[config.mk]
export PLATFORM = sky130hd
export DESIGN_NAME = hilo_acc
export DESIGN_NICKNAME = d
export VERILOG_FILES = /design/src/rtl/hilo_acc.sv
export SDC_FILE = /design/constraint.sdc
export NUM_CORES = 1
export LEC_CHECK = 0
export ABC_AREA = 0
export BUFFER_PORTS_ARGS = -buffer_cell sky130_fd_sc_hd__buf_2
export CAP_MARGIN = 20
export CORE_UTILIZATION = 55
export DETAILED_ROUTE_END_ITERATION = 10
export PLACE_DENSITY = 0.87
export SYNTH_ARGS = -nofsm -noshare
export SYNTH_HDL_FRONTEND = slang
export SYNTH_SLANG_ARGS = --single-unit
export TNS_END_PERCENT = 30
[constraint.sdc]
create_clock -name cpu_clk_75M -period 6 [get_ports cpu_clk_75M]
set_input_delay 0.9 -clock cpu_clk_75M [delete_from_list [all_inputs] [get_ports cpu_clk_75M]]
set_output_delay 0.9 -clock cpu_clk_75M [all_outputs]
set_load 0.05 [all_outputs]
[src/rtl/hilo_acc.sv]
// HI/LO special-register pair with independent half-writes and a two-cycle
// multiply-accumulate path (MADD/MSUB family), with bypassed reads and a busy flag.
module hilo_acc #(
    parameter int unsigned W      = 32,
    parameter bit          ACC_EN = 1'b1
) (
    input  logic           cpu_clk_75M,
    input  logic           cpu_rst_n,
    input  logic           we_hi_i,
    input  logic           we_lo_i,
    input  logic [W-1:0]   hi_i,
    input  logic [W-1:0]   lo_i,
    input  logic           acc_valid_i,
    input  logic           acc_sub_i,
    input  logic [2*W-1:0] acc_prod_i,
    input  logic           flush_i,
    output logic [W-1:0]   hi_o,
    output logic [W-1:0]   lo_o,
    output logic [W-1:0]   hi_fwd_o,
    output logic [W-1:0]   lo_fwd_o,
    output logic           busy_o
);

    typedef enum logic {StIdle, StBusy} state_e;

    state_e           r_state;
    state_e           w_state_d;
    logic [2*W-1:0]   r_prod;
    logic             r_sub;
    logic [W-1:0]     r_hi;
    logic [W-1:0]     r_lo;

    logic             w_accept;
    logic             w_commit;
    logic [2*W-1:0]   w_acc;
    logic [W-1:0]     w_hi_d;
    logic [W-1:0]     w_lo_d;

    always_comb begin
        w_state_d = r_state;
        w_accept  = 1'b0;
        w_commit  = 1'b0;
        unique case (r_state)
            StIdle: begin
                if (ACC_EN && acc_valid_i && !flush_i) begin
                    w_accept  = 1'b1;
                    w_state_d = StBusy;
                end
            end
            StBusy: begin
                // Requests arriving here are dropped; flush discards the in-flight op.
                w_commit  = !flush_i;
                w_state_d = StIdle;
            end
            default: w_state_d = StIdle;
        endcase
    end

    // Commit uses the HI/LO held during the BUSY cycle, so accept-cycle writes count.
    assign w_acc = r_sub ? ({r_hi, r_lo} - r_prod) : ({r_hi, r_lo} + r_prod);

    always_comb begin
        w_hi_d = r_hi;
        w_lo_d = r_lo;
        if (w_commit) begin
            w_hi_d = w_acc[2*W-1:W];
            w_lo_d = w_acc[W-1:0];
        end
        if (we_hi_i) w_hi_d = hi_i;
        if (we_lo_i) w_lo_d = lo_i;
    end

    always_ff @(posedge cpu_clk_75M or negedge cpu_rst_n) begin
        if (!cpu_rst_n) begin
            r_state <= StIdle;
            r_prod  <= '0;
            r_sub   <= 1'b0;
            r_hi    <= '0;
            r_lo    <= '0;
        end else begin
            r_state <= w_state_d;
            r_hi    <= w_hi_d;
            r_lo    <= w_lo_d;
            if (w_accept) begin
                r_prod <= acc_prod_i;
                r_sub  <= acc_sub_i;
            end
        end
    end

    assign hi_o     = r_hi;
    assign lo_o     = r_lo;
    assign hi_fwd_o = we_hi_i ? hi_i : r_hi;
    assign lo_fwd_o = we_lo_i ? lo_i : r_lo;
    assign busy_o   = (r_state == StBusy);

endmodule

==> results of run 1 <==
[layout by cell type, fill, tap and decap left out, drive strengths merged, types with 5 or more instances in the layout]
master	n
nand2	124
nand4	17
buf	271
a211oi	5
o21ai	153
xnor2	102
a31oi	20
a21boi	5
a21oi	156
and3	18
nand3	11
nor4	13
o211ai	5
o21a	9
inv	84
nor2	129
mux2	76
nand2b	12
nor3	23
o31ai	5
a21o	33
clkbuf	18
o21bai	13
clkinv	5
dfrtp	130
and4	5
ha	64
xor2	19
mux2i	5
[cell families after synthesis]
group	synth area share, %
mux	8.285
buf+inv	5.149
fa+ha+maj	7.507
simple gates	16.24
xor+xnor	9.761
compound gates	23.31
flops	29.75
[flip-flops by register name, indices dropped and copies added, names as in the netlist]
name,flops
r_prod,64
r_sub,1
hi_o,32
lo_o,32
busy_o,1
[cell type report]
type | instances | area (µm²) | share of cell area [%]
multi-input cells | 1081 | 7133 | 54.92
flip-flops and latches | 130 | 3254 | 25.06
repair buffers | 271 | 1383 | 10.65
clock buffers | 18 | 429.2 | 3.304
well taps | 265 | 331.6 | 2.553
inverters | 80 | 300.3 | 2.312
clock inverters | 14 | 153.9 | 1.185
diodes | 1 | 2.502 | 0.01927
[where the power goes]
group | switching (mW) | total, mW | internal, mW
logic | 1.96 | 3.12 | 1.16
clock network | 0.428 | 1.05 | 0.617
registers | 0.196 | 1.21 | 1.01
total | 2.58 | 5.37 | 2.79
[routing by layer]
metal,wire [µm],up-vias,global-route usage (%)
li1,-,5281,-
met1,14310,5149,43.07
met2,14570,510,48.88
met3,2735,74,7.311
met4,1027,0,12.28
met5,0,-,0
[worst max-delay path by stage]
| stage | start | to | slack [ps] | depth (start not counted) |
|---|---|---|---|---|
| finish | r_prod[4] | hi_o[29] | 430 | 18 |
| global route | r_prod[4] | hi_o[29] | 140 | 18 |
| CTS | r_prod[4] | hi_o[29] | 500 | 18 |
| detailed placement | r_prod[4] | hi_o[29] | 570 | 18 |
| global placement | r_prod[4] | hi_o[29] | 720 | 18 |
| floorplan | r_prod[4] | hi_o[27] | 1070 | 20 |
[critical path, cell delays in order (launching register included)]
cell and delay [ps]:
dfrtp_1 430, or4_4 520, or3_1 350, or3b_4 440
or3_4 410, nor2_2 160, and4_1 280, and2b_1 180
a21oi_1 90, xnor2_1 230, ha_1 350, a21o_1 200
o21bai_1 190, a211oi_1 330, a31oi_1 280, a22o_1 270
o41ai_1 360, mux2i_1 230, o211ai_1 100
==> impl_metrics.ini, run 1 <==
[timing]
fmax_mhz = 179.4
finalCritPeriodShare_pct = 92.88
clock_skew_ps = 12.71
setup_violations = 0
holdWs_ps = 525.5
period_minus_slack_ps = 5573
final-hold-violation-count = 0
maxSlewViolCount = 0
tightest_slew_ps = 1080
rsz0062_at_grt = false
timing.final.ws_setup_ps = 427.3
setup-tns-final_ps = 0
max_slew_margin_pct = 28.03

[clocking]
cts_buffers = 17
post_cts_buffers = 0
cts_resized = 0
cts_sinks = 130
clockBufferDepth = 2
clockRootBuffer = clkbuf_16
tritoncts = done
clk_latency_ps = 420
htree_levels = 4
clkTransAtPathRegs_ps = 60
ctsHoldBuffers = 0

[synth]
synth_top_area_cell = dfrtp_1
ys_seq_elements = 130
synth_area_um2 = 10930
ys_top_cells_by_count = a21oi_1, o21ai_0, dfrtp_1, nor2_1, nand2_1
synth_edf_count = 0
ys_types = 74
syn_area_per_cell_um2 = 8.034
synth.net_count = 1561
post-synth-top-count-cell = a21oi_1
synth_top_area_share_pct = 29.75
synthCells = 1361
yosys_warnings = 0
synth_flop_cell = dfrtp_1
async_flop_share_pct = 100.0
seq_area_frac_synth_pct = 29.75
synthTopCellsByArea = dfrtp_1, xnor2_1, mux2_2, ha_1, a21oi_1

[worst_setup_path]
cp-end-kind = flip-flop
r2r-end = hi_o[29]
worstPathMaxFanout = 6
worst-setup-path-type = flip-flop to flip-flop
crit_required_ps = 6270
worst_r2r_path_depth = 18
reg2reg_from = r_prod[4]
reg2reg_slack_ps = 430
start_kind = flip-flop
cp_data_arrival_time_ps = 5840

[drt]
route.detailed.drc = 0
wire_per_inst_um = 17.55
firstDrtPassIters = 6
vias = 11010
ant_nets = 0
drt_first_iter_violations = 1123
routed_wl_um = 32640
via_per_inst = 5.922

[power]
ir_drop_v = 0.0002430
p_leak_nw = 6.155
power_density_nw_per_um2 = 413.6
power_mw = 5.371

[floorplanning]
rows = 51
die_y_um = 143.0
start_util_pct = 56.18
dieArea_um2 = 20450
fp.dieW_um = 143.0
core_um2 = 19460
ios = 264

[cells_and_area]
final_cells = 1860
utilization_pct = 66.73
n_fill_cell = 1610
nNetsFinal = 1781
drive_above_1_share_pct = 25.35
syn_to_final_growth_pct = 18.78
fin_area_um2 = 12990

[placed_design]
gp_congestion = 0.9739
place_area_um2 = 12400
dp_cells = 1827
hpwl_um = 24820
port_buffers = 263
dp_worst_setup_slack_ps = 573.4

[global_route]
antenna_found_initial = 1
grt_max_degree = 81
grt_pass1_vias = 9790
grt_use_total_pct = 31.74
grt_pass1_wl_um = 50220
overflow = 0

[outcome]
status = completed

[job]
maxCapViolCount = 0

[min_path]
min_path_type = primary input to async pin
(Power assumes the default switching activity.)
==> run 2, diff against run 1 <==
CAP_MARGIN = not set   (was 20)
CORE_UTILIZATION = 50   (was 55)
PLACE_DENSITY = 0.83   (was 0.87)
clock period = 4.8 ns   (was 6 ns; I/O delays follow)
==> impl_metrics.ini, run 2 (synthesis results as in run 1) <==
[worst_setup_path]
worstPathMaxFanout = 5
crit_buf_inv = 3
reg2reg_slack_ps = -420
reg2reg_from = r_prod[3]
cp-end-kind = flip-flop
start_kind = flip-flop
cp_top_family = simple AND/OR/NAND/NOR gates
worst-setup-path-type = flip-flop to flip-flop
crit_top_cell = buf_6
cpMaxStageDelayCell = or4_4
cp_slowest_stage_delay_ps = 540
worst_r2r_path_depth = 20
crit_chain = or4_4 > or3_4 > or3b_4 > buf_6 > nor3b_4 > buf_6 > a31oi_1 > xnor2_1 > ha_1 > buf_4 > nand2_1 > o21ai_0 > a221o_1 > a21o_1 > a22o_4 > o2111ai_4 > nand3_4 > a41o_1 > and3_1 > o31ai_1
r2r-end = hi_o[28]
cp_data_arrival_time_ps = 5550
crit_required_ps = 5130
startpoint = r_prod[3]

[cells_and_area]
area.sequential_um2 = 3254
largest_reg_flops = 64
drive_above_1_share_pct = 39.45
top_register = r_prod
layout_common_cells = buf_2, buf_4, dfrtp_1
multiInputGateArea_um2 = 7802
nNetsFinal = 1975
syn_to_final_growth_pct = 38.56
n_fill_cell = 1659
final_common_cell = buf_2
final_cells = 2064
utilization_pct = 71.40

[timing]
period_minus_slack_ps = 5216
holdWs_ps = 354.1
setup_violations = 29
rsz0062_at_grt = true
clock_skew_ps = 13.34
tightest_slew_ps = 1107
finalCritPeriodShare_pct = 108.7
maxSlewViolCount = 0
max_slew_margin_pct = 26.20
timing.final.ws_setup_ps = -416.3
final-hold-violation-count = 0
fmax_mhz = 191.7
setup-tns-final_ps = -6271

[outcome]
failed_checks = negative setup slack
status = finished, violations left

[clocking]
clockBufferDepth = 2
clkTransAtPathRegs_ps = 70
clk_latency_ps = 440
htree_levels = 4
cts_sinks = 130
clockRootBuffer = clkbuf_16
cts_buffers = 17
tritoncts = done
ctsHoldBuffers = 0

[drt]
ant_nets = 0
drt_first_iter_violations = 1098
routed_wl_um = 37580
route.detailed.drc = 0
wire_per_inst_um = 18.21
via_per_inst = 5.713
vias = 11790
firstDrtPassIters = 8

[floorplanning]
start_util_pct = 51.53
fp.dieW_um = 149.9
ios = 264
die_y_um = 149.9
rows = 53
core_um2 = 21220
dieArea_um2 = 22460

[placed_design]
dp_cells = 2012
dp_worst_setup_slack_ps = -542.2
port_buffers = 263
gp_congestion = 0.9567
hpwl_um = 28050

[power]
p_leak_nw = 7.253
power_density_nw_per_um2 = 537.5
ir_drop_v = 0.0002708

[global_route]
grt_pass1_wl_um = 56300
overflow = 0
grt_use_total_pct = 32.37
antenna_found_initial = 3
grt_max_degree = 90
grt_pass1_vias = 10760

[job]
maxCapViolCount = 0

[min_path]
min_path_type = primary input to async pin
[run 2: cell types whose count changed in the layout (fill, tap and decap cells not counted), sizes merged]
cell | previous run | this run
buf | 271 | 465
bufinv | 2 | 1
clkbuf | 18 | 17
clkinv | 5 | 3
clkinvlp | 3 | 4
diode | 1 | 2
inv | 84 | 86
[run 2: area by class of cell]
| cell class | instances | area share (%) |
|---|---|---|
| tap | 275 | 2.271 |
| multi-input combinational | 1081 | 51.50 |
| clock buffer | 17 | 2.808 |
| clock inverter | 14 | 0.8589 |
| sequential | 130 | 21.48 |
| inverter | 80 | 1.982 |
| timing repair buffer | 465 | 19.07 |
| antenna | 2 | 0.03303 |
[run 2: worst max-delay path by stage]
stage | to | slack (ps) | depth (start not counted)
after floorplan | hi_o[27] | -30 | 20
after global placement | hi_o[29] | -500 | 21
after detailed placement | hi_o[29] | -540 | 21
after CTS | hi_o[29] | -380 | 18
after global routing | hi_o[28] | -530 | 20
final | hi_o[28] | -420 | 20
[run 2: metal layers]
layer  routed length (µm)  share of wire, %  track usage, %  vias to the layer above
li1                     -                 -               -                     5669
met4                  792               2.1           9.747                        2
met3                 2697               7.2           4.787                       56
met2                17480                47           51.37                      490
met5                   13             0.035               0                        -
met1                16600                44           45.31                     5574
[run 2: power breakdown]
part	internal, mW	switching [mW]
logic	2.37	2.97
clock network	0.718	0.576
registers	1.27	0.244
[run 2: stage by stage]
step / area, µm² / power [mW]
2_1_floorplan: 10950 / 4.408
4_1_cts: 14730 / 7.739
6_report: 15150 / 8.143
5_1_grt: 15150 / 8.573
3_3_place_gp: 13750 / 6.126
3_5_place_dp: 13750 / 6.182
[run 2: timing repair]
action	4_1_cts	5_1_grt
setup endpoints to repair	30	43
buffers inserted	13	7
resized for setup	85	85
pin swaps	74	45
